--- config.mk ---
export PLATFORM = sky130hd
export DESIGN_NAME = dual_port_ram
export DESIGN_NICKNAME = d
export VERILOG_FILES = /design/src/rtl/dual_port_ram.sv
export SDC_FILE = /design/constraint.sdc
export NUM_CORES = 1
export LEC_CHECK = 0
export ABC_AREA = 0
export BUFFER_PORTS_ARGS = -buffer_cell sky130_fd_sc_hd__buf_4
export CAP_MARGIN = 5
export CORE_MARGIN = 2
export CORE_UTILIZATION = 39
export DETAILED_ROUTE_END_ITERATION = 16
export PLACE_DENSITY = 0.71
export SLEW_MARGIN = 10
export SYNTH_ARGS = -nofsm -noshare
export SYNTH_HDL_FRONTEND = slang
export SYNTH_SLANG_ARGS = --single-unit
--- constraint.sdc ---
create_clock -name clk -period 1.2 [get_ports clk]
set_clock_uncertainty 0.15 [all_clocks]
set_input_delay 0.24 -clock clk [delete_from_list [all_inputs] [get_ports clk]]
set_output_delay 0.24 -clock clk [all_outputs]
set_load 0.02 [all_outputs]
--- src/rtl/dual_port_ram.sv ---
// Dual-port RAM: one write port and one registered read port on a shared clock.
// The memory is built from flops so an asynchronous reset can clear every word.
// Out-of-range writes are dropped. Out-of-range reads return zero.
// Configuration macro: DPRAM_WRITE_FIRST_EN
//   defined   -> a read and write to the same address on one edge return the new data
//   undefined -> a read and write to the same address on one edge return the old data
module dual_port_ram #(
    parameter int unsigned DATA_WIDTH = 4,
    parameter int unsigned ADDR_WIDTH = 1,
    parameter int unsigned DEPTH      = 2
) (
    input  logic                  clk,
    input  logic                  rst_n,
    input  logic                  en_wr,
    input  logic                  en_rd,
    input  logic [ADDR_WIDTH-1:0] addr_wr,
    input  logic [ADDR_WIDTH-1:0] addr_rd,
    input  logic [DATA_WIDTH-1:0] d_in,
    output logic [DATA_WIDTH-1:0] d_out
);

    // Range compare uses one extra bit so that DEPTH == 2**ADDR_WIDTH is representable.
    localparam logic [ADDR_WIDTH:0] DepthW = DEPTH[ADDR_WIDTH:0];

    logic [DATA_WIDTH-1:0] mem_q [DEPTH];
    logic [DATA_WIDTH-1:0] rd_word;
    logic [DATA_WIDTH-1:0] d_out_d;
    logic                  wr_hit;
    logic                  rd_hit;
    logic                  same_addr;

    // Decode whether each port targets a word that actually exists.
    always_comb begin
        wr_hit    = en_wr && ({1'b0, addr_wr} < DepthW);
        rd_hit    = en_rd && ({1'b0, addr_rd} < DepthW);
        same_addr = (addr_wr == addr_rd);
    end

    // Storage words; each word loads only when the write port addresses it.
    for (genvar i = 0; i < DEPTH; i++) begin : g_word
        always_ff @(posedge clk or negedge rst_n) begin
            if (!rst_n) begin
                mem_q[i] <= '0;
            end else if (wr_hit && (addr_wr == ADDR_WIDTH'(i))) begin
                mem_q[i] <= d_in;
            end
        end
    end

    // Read mux over the stored words. An address with no matching word yields zero.
    always_comb begin
        rd_word = '0;
        for (int i = 0; i < int'(DEPTH); i++) begin
            if (addr_rd == ADDR_WIDTH'(i)) begin
                rd_word = mem_q[i];
            end
        end
    end

    // Next read data, including the same-address collision policy.
    always_comb begin
        d_out_d = '0;
        if (rd_hit) begin
`ifdef DPRAM_WRITE_FIRST_EN
            // Forward the incoming write data around the array.
            d_out_d = (wr_hit && same_addr) ? d_in : rd_word;
`else
            // The array still holds the old word on this edge.
            d_out_d = rd_word;
`endif
        end
    end

    // Registered read port; holds its value whenever the read enable is low.
    always_ff @(posedge clk or negedge rst_n) begin
        if (!rst_n) begin
            d_out <= '0;
        end else if (en_rd) begin
            d_out <= d_out_d;
        end
    end

    // Enables must be known whenever the RAM is out of reset.
    always_ff @(posedge clk) begin
        if (rst_n) begin
            assert (!$isunknown({en_wr, en_rd}))
            else $error("dual_port_ram: unknown enable");
        end
    end

endmodule

==> summary by stage <==
Yosys
The number of nets produced by synthesis is 46. The synthesized netlist occupies a cell area of 509.2 um2. Counting distinct cell types in the post-synthesis netlist gives 10.

Synthesis produced a netlist whose cell count is 36. The synthesized design contains 12 register bits. The sequential element share of the synthesized area is between 50% and 60%.

The warning count from the yosys run is 0. The synthesized area divided by synthesized cell count is roughly 14 um2.

Timing
Setup violations remaining at the end of the flow were counted as 0. Derived from the worst setup path, the maximum achievable clock frequency is approximately 0.84 GHz. The count of pins over their slew limit is 0. The worst path in the final design needs a cycle of roughly 1200 ps, including I/O delays and setup. The worst pin sits at a relative slew slack of approximately 90%. The worst path uses 98.99% of the clock period. The final-report hold violation count came to 0. The final-layout setup total negative slack is 0 ps. Hold is met by 45.87 ps. The measured slew at the worst slew-check pin is 138.8 ps. Setup repair after global routing could not meet its margin everywhere.

Power
In this run, flip-flops and latches consume between 50% and 60% of the power. Per report_power, the combinational group accounts for between 20 and 25% of the total. The switching share of power is 25.80%. The total internal power is 0.7195 mW.

The clock network burns between 20 and 25% of the power. Power spread over the standard cell area amounts to approximately 1400 nW/um2. The cell leakage power is about 0.33 nW. Summing internal, switching and leakage power gives slightly below 1 mW. IR analysis of the VDD net gives a maximum drop of slightly above 0.6 mV. The switching power is approximately 0.25 mW.

Worst setup path
Together, buffers and inverters on the worst path number 1. The critical register-to-register path startpoint is mem_q[5]. The largest fanout on the critical path is 2. STA classifies the critical path startpoint as a register.

The worst setup path is captured at an output port. The worst endpoint required time is 810 ps. The classification of the worst setup path is register to output port. The cell family contributing the most delay on the critical path is flip-flops.

The minimum setup slack among reg-to-reg paths is between 200 and 300 ps. The arrival time at the worst endpoint is around 800 ps. The slowest cell on the critical path is sky130_fd_sc_hd__dfrtp_1. The endpoint identified for the worst register-to-register timing path is mem_q[5]. For the worst flop-to-flop path, the logic depth is 1. On the worst path, the slowest cell contributes a delay of around 400 ps. The critical path goes through buf_6.

Finish
For this run, the number of standard cells in the final layout without fillers is 67. The design area is 671.9 um2. Leaving out fill and tap cells, the most frequent cell in the layout is sky130_fd_sc_hd__dfrtp_1. For this run, the post-layout net count is 64. The top cell types in the final layout, fill and taps aside, are 12 x sky130_fd_sc_hd__dfrtp_1, 10 x sky130_fd_sc_hd__buf_4. The relative area change from synthesis to final layout is 31.94%. The filler cells instantiated in the layout total between 100 and 150.

The fraction of final layout cells sized beyond drive strength 1 is approximately half. Summing all flip-flop and latch instances after layout gives 300.3 um2. The total area of multi-input combinational cells is 200.2 um2. The number of antenna cells inserted is 0.

Route
The number of optimization iterations in the first detailed-route pass is 2. In the routed layout, each cell is associated on average with a via count of between 4 and 5. Once detail routing completed, the nets flagged for antenna violations numbered 0. The total via count in the routed design is roughly 320. The final layout contains routed wiring with a total length of slightly above 800 um.

For this run, design rule violations remaining after detail routing come to 0. Dividing the detail-routed wire length by the instance count gives 12.33 um. In this run, the number of DRC markers left after iteration 0 of detailed routing was 1.

Global routing
The first global-routing pass estimated approximately 1.4 mm of wire. Entering global routing, the biggest net connects 13 pins. Global routing used about 15% of the available tracks across all layers.

After global routing the overflow that remains totals 0. The via count of the first global-routing pass came to roughly 320. The initial antenna violation count came to 0.

Die
The floorplan step defined a core boundary enclosing ~1300 um2. The full die area is 1611 um2. The floorplan step set the die height to approximately 40 um. Measured along the x axis, the die boundary spans 40.14 um.

The count of standard-cell rows is 13. The number of ports placed on the die boundary is 14. Once the floorplan was initialized, standard cells occupied around two fifths of the core.

CTS
The cell sitting at the root of the clock tree is a sky130_fd_sc_hd__clkbuf_4. The maximum level of the CTS H-tree is 1. The clock-pin transition on the worst setup and hold timing paths is 70 ps. Clock latency on the worst-skew pair, taken at its later pin, is between 200 and 300 ps. The maximum number of buffers from clock root to sink is 2. The number of CTS-inserted buffers is 3. TritonCTS built the clock tree.

The clock net in this run drives a total of 12 sinks.

Min path
The hold path endpoint is d_out[0]. Along the worst hold path, the cell count comes to 2. The worst hold path begins at en_rd. The worst hold path class is primary input to register.

Place
The area after detailed placement is between 600 and 700 um2. Buffers placed on the I/O ports in this run total 13. Once placement completed, the tool counted placed cells totaling a little over 60. The weighted congestion reported at the end of routability-driven placement is 0.7008.

Flow run
Across the run, the number of max-cap violations was 0.

Status
The run finished with clean final reports.
-- worst max-delay path by stage --
stage / end / start / slack, ps / cells past startpoint
after floorplan: mem_q[4] / en_wr / 200 / 2
after global placement: mem_q[7] / addr_wr / 70 / 3
after detailed placement: mem_q[5] / addr_wr / 50 / 3
after CTS: d_out[0] / d_out[0] / 3 / 1
after global routing: d_out[2] / d_out[2] / -20 / 1
final: d_out[0] / d_out[0] / 10 / 1
-- power groups by stage --
stage | sequential, mW | clock, mW | combinational (mW)
after floorplan | 0.528 | 0 | 0.0970
after global placement | 0.506 | 0 | 0.200
after detailed placement | 0.509 | 0 | 0.204
after CTS | 0.505 | 0.251 | 0.221
after global routing | 0.512 | 0.273 | 0.246
final | 0.504 | 0.241 | 0.225
-- logic make-up (layout without fill, tap and decap cells) --
logic type | after synthesis | after routing | share of synthesized area, %
DFF | 12 | 12 | 58.97
AOI/OAI and AO/OA | 4 | 4 | 3.931
and+or+nand+nor | 6 | 6 | 6.879
muxes | 12 | 12 | 28.50
buffers and inverters | 2 | 18 | 1.718
-- layer usage --
layer,global-route usage (%),up-vias,part of all wire [%]
met5,0,-,0
met4,15.52,0,4.6
met3,5.000,4,6.5
met2,18.95,13,41
met1,17.83,149,47
li1,-,157,-
-- synth_stat cells --
cell type	count	area share [%]
sky130_fd_sc_hd__a21oi_1	4	3.9
sky130_fd_sc_hd__buf_1	1	0.74
sky130_fd_sc_hd__clkbuf_2	1	0.98
sky130_fd_sc_hd__dfrtp_1	12	59
sky130_fd_sc_hd__mux2_2	4	8.8
sky130_fd_sc_hd__mux2_4	4	12
sky130_fd_sc_hd__mux2i_1	4	7.9
sky130_fd_sc_hd__nand2_2	1	1.2
sky130_fd_sc_hd__nor2_1	4	2.9
sky130_fd_sc_hd__nor2b_4	1	2.7
-- final cells by class --
| cell class | instances | share of cell area, % |
|---|---|---|
| clock buffer | 3 | 3.352 |
| multi-input combinational | 22 | 29.80 |
| tap | 15 | 2.793 |
| sequential | 12 | 44.69 |
| timing repair buffer | 15 | 19.37 |
-- state kept, by name, indices dropped and copies added (netlist names) --
name / cells
d_out: 4
mem_q: 8
-- timing repair --
| action | in CTS | in global routing |
|---|---|---|
| setup endpoints to repair | 4 | 4 |
| buffers inserted | 0 | 1 |
| endpoints found under the hold margin | 12 | 0 |
| hold buffers | 1 | 0 |
| resized for setup | 4 | 0 |
-- metrics by stage --
stage	worst slack, ps	util (%)
2_1_floorplan	204.2	-
3_3_place_gp	67.08	49.25
3_5_place_dp	51.97	49.25
4_1_cts	3.239	53.05
5_1_grt	-19.35	53.65
6_report	12.10	53.65
Note: power is estimated with default switching activity, not from simulation.
